[src/rtl/icache_ctrl.sv]
// Direct-mapped instruction cache with a line-refill FSM for the IF stage.
// Lookup is combinational; misses fill a whole line, offset 0 first, over a ready-based read port.
module icache_ctrl #(
  parameter int IDX_BITS = 4,
  parameter int OFF_BITS = 2
) (
  input  logic        clk,
  input  logic        rst_n,
  input  logic        fetch_en,
  input  logic [15:0] pc,
  input  logic        inv,
  output logic [15:0] instr,
  output logic        i_hit,
  output logic        mem_re,
  output logic [15:0] mem_addr,
  input  logic [15:0] mem_rdata,
  input  logic        mem_rdy
);

  localparam int TAG_BITS  = 16 - IDX_BITS - OFF_BITS;
  localparam int LINE_BITS = TAG_BITS + IDX_BITS;
  localparam int LINES     = 1 << IDX_BITS;
  localparam int WORDS     = 1 << OFF_BITS;

  typedef enum logic {IDLE, FILL} state_t;

  state_t                 state, state_nxt;
  logic [LINES-1:0]       valid;
  logic [TAG_BITS-1:0]    tag_mem  [LINES];
  logic [15:0]            data_mem [LINES*WORDS];
  logic [LINE_BITS-1:0]   fill_line;
  logic [OFF_BITS-1:0]    beat;

  logic [TAG_BITS-1:0]    pc_tag, fill_tag;
  logic [IDX_BITS-1:0]    pc_idx, fill_idx;
  logic [OFF_BITS-1:0]    pc_off;
  logic                   lookup_hit, miss, beat_done, last_beat;

  assign pc_tag   = pc[15 -: TAG_BITS];
  assign pc_idx   = pc[OFF_BITS +: IDX_BITS];
  assign pc_off   = pc[OFF_BITS-1:0];
  assign fill_tag = fill_line[LINE_BITS-1 -: TAG_BITS];
  assign fill_idx = fill_line[IDX_BITS-1:0];

  assign lookup_hit = valid[pc_idx] && (tag_mem[pc_idx] == pc_tag);
  // inv outranks miss detection, so an invalidating cycle never starts a fill.
  assign miss       = fetch_en && (state == IDLE) && !lookup_hit && !inv;
  assign beat_done  = (state == FILL) && mem_rdy && !inv;
  assign last_beat  = (beat == '1);

  // NOTE: sequential state uses non-blocking (<=) so every register samples pre-edge values.
  always_ff @(posedge clk or negedge rst_n) begin
    if (!rst_n) state <= IDLE;
    else        state <= state_nxt;
  end

  // NOTE: every always_comb output gets a default first, otherwise a latch is inferred.
  always_comb begin
    state_nxt = state;
    case (state)
      IDLE: if (miss) state_nxt = FILL;
      FILL: if (inv || (beat_done && last_beat)) state_nxt = IDLE;
      default: state_nxt = IDLE;
    endcase
  end

  // Memory-side outputs come from registers only; no combinational path from pc.
  always_comb begin
    mem_re   = (state == FILL);
    mem_addr = {fill_line, beat};
    i_hit    = fetch_en && (state == IDLE) && lookup_hit;
    instr    = i_hit ? data_mem[{pc_idx, pc_off}] : 16'h0000;
  end

  // Valid is cleared on fill entry so a half-written line can never hit.
  always_ff @(posedge clk or negedge rst_n) begin
    if (!rst_n) begin
      valid     <= '0;
      fill_line <= '0;
      beat      <= '0;
    end else begin
      if (inv)                         valid           <= '0;
      else if (miss)                   valid[pc_idx]   <= 1'b0;
      else if (beat_done && last_beat) valid[fill_idx] <= 1'b1;

      // beat holds on the last beat so mem_addr keeps its final value in IDLE.
      if (miss) begin
        fill_line <= {pc_tag, pc_idx};
        beat      <= '0;
      end else if (beat_done && !last_beat) begin
        beat <= beat + OFF_BITS'(1);
      end
    end
  end

  // NOTE: tag/data arrays are deliberately not reset; valid bits alone gate their use.
  always_ff @(posedge clk) begin
    if (beat_done)              data_mem[{fill_idx, beat}] <= mem_rdata;
    if (beat_done && last_beat) tag_mem[fill_idx]          <= fill_tag;
  end

endmodule

[config.mk]
export PLATFORM = sky130hd
export DESIGN_NAME = icache_ctrl
export DESIGN_NICKNAME = d
export VERILOG_FILES = /design/src/rtl/icache_ctrl.sv
export SDC_FILE = /design/constraint.sdc
export NUM_CORES = 1
export LEC_CHECK = 0
export BUFFER_PORTS_ARGS = -buffer_cell sky130_fd_sc_hd__buf_2
export CORE_MARGIN = 2
export CORE_UTILIZATION = 30
export DETAILED_ROUTE_END_ITERATION = 16
export SYNTH_ARGS = -nofsm -noshare
export SYNTH_HDL_FRONTEND = slang
export SYNTH_SLANG_ARGS = --single-unit
[constraint.sdc]
create_clock -name clk -period 4.6 [get_ports clk]
set_input_delay 0.92 -clock clk [delete_from_list [all_inputs] [get_ports clk]]
set_output_delay 0.92 -clock clk [all_outputs]
set_load 0.01 [all_outputs]
==> results.md <==
Synth:
- The commonest cells after synthesis are 1,184 x sky130_fd_sc_hd__edfxtp_1, 299 x sky130_fd_sc_hd__mux4_2, 122 x sky130_fd_sc_hd__nor2_1, 64 x sky130_fd_sc_hd__mux2i_1, 49 x sky130_fd_sc_hd__clkbuf_1.
- When the netlist entered floorplanning its net count stood at 2,207.
- The share of synthesized area in the top cell type comes to 0.753.
- The share of synthesized registers carrying an async set or reset is 0.0271.
- The share of the Yosys chip area taken by registers is 0.770.
- The number of enable-type register cells in the synthesized netlist is 1,184.
- The most instantiated library cell after synthesis is sky130_fd_sc_hd__edfxtp_1.
- In this run the mean area of a mapped cell was 21.8 sq um.
- The number of distinct standard cells referenced by the synthesized netlist is 63.
- Synthesis inferred 1,217 register bits.
- The flip-flop cell with the highest count after synthesis is sky130_fd_sc_hd__edfxtp_1.
- In the post-synthesis netlist, the biggest area contributors are sky130_fd_sc_hd__edfxtp_1 75%, sky130_fd_sc_hd__mux4_2 14%, sky130_fd_sc_hd__dfrtp_1 1.7%, sky130_fd_sc_hd__mux2i_1 1.4%, sky130_fd_sc_hd__nor2_1 0.97%.
- Summing every instance area after synthesis gives 47,200 sq um.
- The synthesized design spends more area on one cell type than any other, namely sky130_fd_sc_hd__edfxtp_1.
- During synthesis, Yosys emitted a total of 0 warnings.
- The instance count of the mapped netlist is 2,169.

STA:
- The setup TNS after final layout is 0 ps.
- Setup repair after global routing could not meet its margin everywhere.
- In the finished design, the share of the clock period the worst path needs comes to 0.980.
- The hold violation count in the final report is 0.
- The worst-case headroom to the max-slew limit is 0.341.
- Timing would allow up to 0.222 GHz.
- The minimum clock period after layout is 4510 ps.
- The final setup skew is 71.6 ps.
- For the pin with the worst max-slew slack, the measured transition is 986 ps.
- The final count of pins violating max slew was 0.
- Setup violations remaining at the end of the flow were counted as 0.

Place:
- The number of port buffers is 70.
- The half-perimeter wire length after placement is 81,800 um.
- Routability-driven placement finished with a final weighted congestion of 0.897.

Global routing:
- The number of antenna violations at the first check in global routing is 5.
- The met3 usage in global routing is 0.0410.
- The routing layer with the top usage in global route is met2.
- The largest net degree at the start of global routing is 65.
- The global-route met1 utilization is 0.219.
- The overflow left after global routing is 0.
- The number of global-route vias before repair came to 23,600.
- The first global-routing pass estimated 180,000 um of wire.
- For met2 alone, demand over resource in global routing was 0.244.
- In the global route stage, overall resource usage came out at 0.156.

Worst setup path:
- At the worst endpoint, the required time is 3680 ps.
- The worst setup path is captured at an output port.
- The slowest stage of the critical path belongs to the cell sky130_fd_sc_hd__mux4_2.
- The signal on the critical path passes through buf_8 > buf_12 > buf_4 > mux4_2 > mux2i_2 > a22oi_1 > o22ai_1 > buf_4 > a2111oi_4 > buf_4 > buf_2.
- In this design, the stage delay of the slowest critical-path cell is 550 ps.
- In this design, the critical path's most frequently occurring cell is sky130_fd_sc_hd__buf_4.
- The worst setup path is of the primary input to output port kind.
- Of all nets on the critical path, the largest fanout is 26.
- The buffering stage count on the worst path with inverters included is 6.
- The element type at the critical path start is a primary input.
- The family with the most delay on the worst path is buffers and inverters.
- Data arrives at the worst endpoint at 3590 ps.

Layout:
- From synthesis to final layout, the design area changed by 18.5%.
- After the last flow step, the layout net total stands at 2,558.
- The share of post-route cells with drive strength above 1 is 0.346.
- For this run, the share of the core covered by cells in the final layout is 0.358.

Routing:
- Dividing the detail-routed wire length by the instance count gives 27.3 um.
- In the routed layout, each cell is associated on average with a via count of 5.13.
- The first-pass iteration count of the detailed router is 6.
- The total length of routed wires is 128,000 um.
- The detailed router finished its first iteration with 2,916 violations.
- The total DRC errors in the routed layout is 0.
- The count of nets left with antenna violations after detail routing is 0.
- The detailed-route via count is 24,000.

Clocking:
- No sink is reached through more buffers than the 3 on the longest clock path.
- Clock tree synthesis inserted a total of 114 buffers.
- The clock tree from TritonCTS is built.
- The tree built by TritonCTS fans out to 1,217 sinks.
- Clock latency on the worst-skew pair, taken at its later pin, is 750 ps.
- In this run the number of H-tree levels came out at 3.
- The cell sitting at the root of the clock tree is a sky130_fd_sc_hd__clkbuf_16.
- The clock transition time at the flip-flop clock pins of the worst setup and hold paths is 70 ps.

Run status:
- The flow ran to the end, and the final reports show no timing, DRC or antenna violations.

Floorplanning:
- The overall die area is 161,000 sq um.
- The floorplan step set the die width to 401 um.
- Measured along the y axis, the die boundary spans 401 um.
- 71 I/O pins were placed.
- The placeable core area is 156,000 sq um.
- The floorplan row count is 145.
- The initial core utilization is 0.302.

Job:
- The tool flagged a number of max-cap violations equal to 0.

Pwr:
- The combinational cell fraction of total power is 0.063.
- Summed over all cells, the static leakage comes to 0.0179 uW.
- Summed over all nets, the switching power comes to 5240 uW.
- The worst IR drop on VDD is 336 uV.
- The clock network power share is 0.398.
- The power per cell area is 413 nW/um^2.
- The register share of total power is 0.539.
- The cell-internal power is 17,900 uW.
- Of the total power, the share spent switching nets is 0.226.

Hold path:
- The tightest min-delay check is of the primary input to asynchronous set/reset pin type.
## path summary, 6_finish.rpt
kind | from | to | slack, ps | cells after the start
min reg2reg | valid[3]$_DFFE_PN0P_ | valid[3]$_DFFE_PN0P_ | 570 | 2
min | rst_n | fill_line[12]$_DFFE_PN0P_ | 300 | 1
max | pc[0] | instr[11] | 90 | 11
max reg2reg | tag_mem[0][8]$_DFFE_PP_ | fill_line[1]$_DFFE_PN0P_ | 1410 | 10
min in group clk | mem_rdata[10] | data_mem[40][10]$_DFFE_PP_ | 470 | 1
max in group asynchronous | rst_n | valid[8]$_DFFE_PN0P_ | 3750 | 1
## routing by layer
layer | part of all wire | vias to the layer above
li1 | - | 9862
met1 | 0.42 | 12900
met2 | 0.47 | 1101
met3 | 0.094 | 158
met4 | 0.017 | 2
met5 | 0.00010 | -
## stage by stage
stage / hold slack (ps) / instances / cell area [sq um] / setup WS [ps] / total power [uW]
final: 297 / 4676 / 56000 / 93.7 / 23100
after global routing: 333 / 4675 / 56000 / -101 / 23800
after CTS: 270 / 4663 / 55700 / -11.7 / 23200
after detailed placement: 556 / 4450 / 52000 / -433 / 14100
after global placement: 545 / 4450 / 52000 / -175 / 14100
after floorplan: 529 / 2169 / 47200 / 376 / 13300
## registers in the layout (all words and copies together) (netlist names)
| register | count |
|---|---|
| tag_mem | 160 |
| valid | 16 |
| fill_line | 14 |
| data_mem | 1024 |
| mem_re | 1 |
| beat | 2 |
## placed cells by master (no fill, tap or decap), types with 37 or more instances in the layout
cell type / n
sky130_fd_sc_hd__clkinv_1: 39
sky130_fd_sc_hd__clkbuf_16: 117
sky130_fd_sc_hd__mux4_2: 299
sky130_fd_sc_hd__mux2i_1: 62
sky130_fd_sc_hd__nor2_2: 37
sky130_fd_sc_hd__nor2_1: 86
sky130_fd_sc_hd__nand2_1: 40
sky130_fd_sc_hd__edfxtp_1: 1184
sky130_fd_sc_hd__buf_4: 243
sky130_fd_sc_hd__buf_2: 65
## cell type report
| type | instances | area [sq um] |
|---|---|---|
| Tap cell | 2058 | 2570 |
| Timing Repair Buffer | 348 | 2880 |
| Clock buffer | 137 | 2960 |
| Multi-Input combinational cell | 831 | 10500 |
| Inverter | 8 | 30.0 |
| Antenna cell | 1 | 2.50 |
| Clock inverter | 76 | 673 |
| Fill cell | 14400 | 100000 |
| Sequential cell | 1217 | 36400 |
## cells by family after synthesis
kind of cell,Yosys count,share of synthesized area
DFF,1217,0.770
muxes,395,0.165
and+or+nand+nor,241,0.0233
AOI/OAI and AO/OA,180,0.0258
buffers and inverters,121,0.0132
xor gates and xnor gates,14,0.00260
adders and majority gates,1,0.000265
## power by group through the flow
| stage | combinational [uW] | clock, uW | sequential (uW) |
|---|---|---|---|
| global placement | 1400 | 0 | 12700 |
| floorplan | 689 | 0 | 12600 |
| finish | 1460 | 9220 | 12500 |
| detailed placement | 1410 | 0 | 12700 |
| global route | 1520 | 9780 | 12500 |
| CTS | 1420 | 9360 | 12500 |
## repair_timing
action,in CTS,in global routing
setup buffers,0,10
resized for setup,13,47
hold buffers,0,0
gates cloned,0,2
endpoints found under the setup margin,15,17
pin swaps,0,10
(Power assumes the default switching activity.)
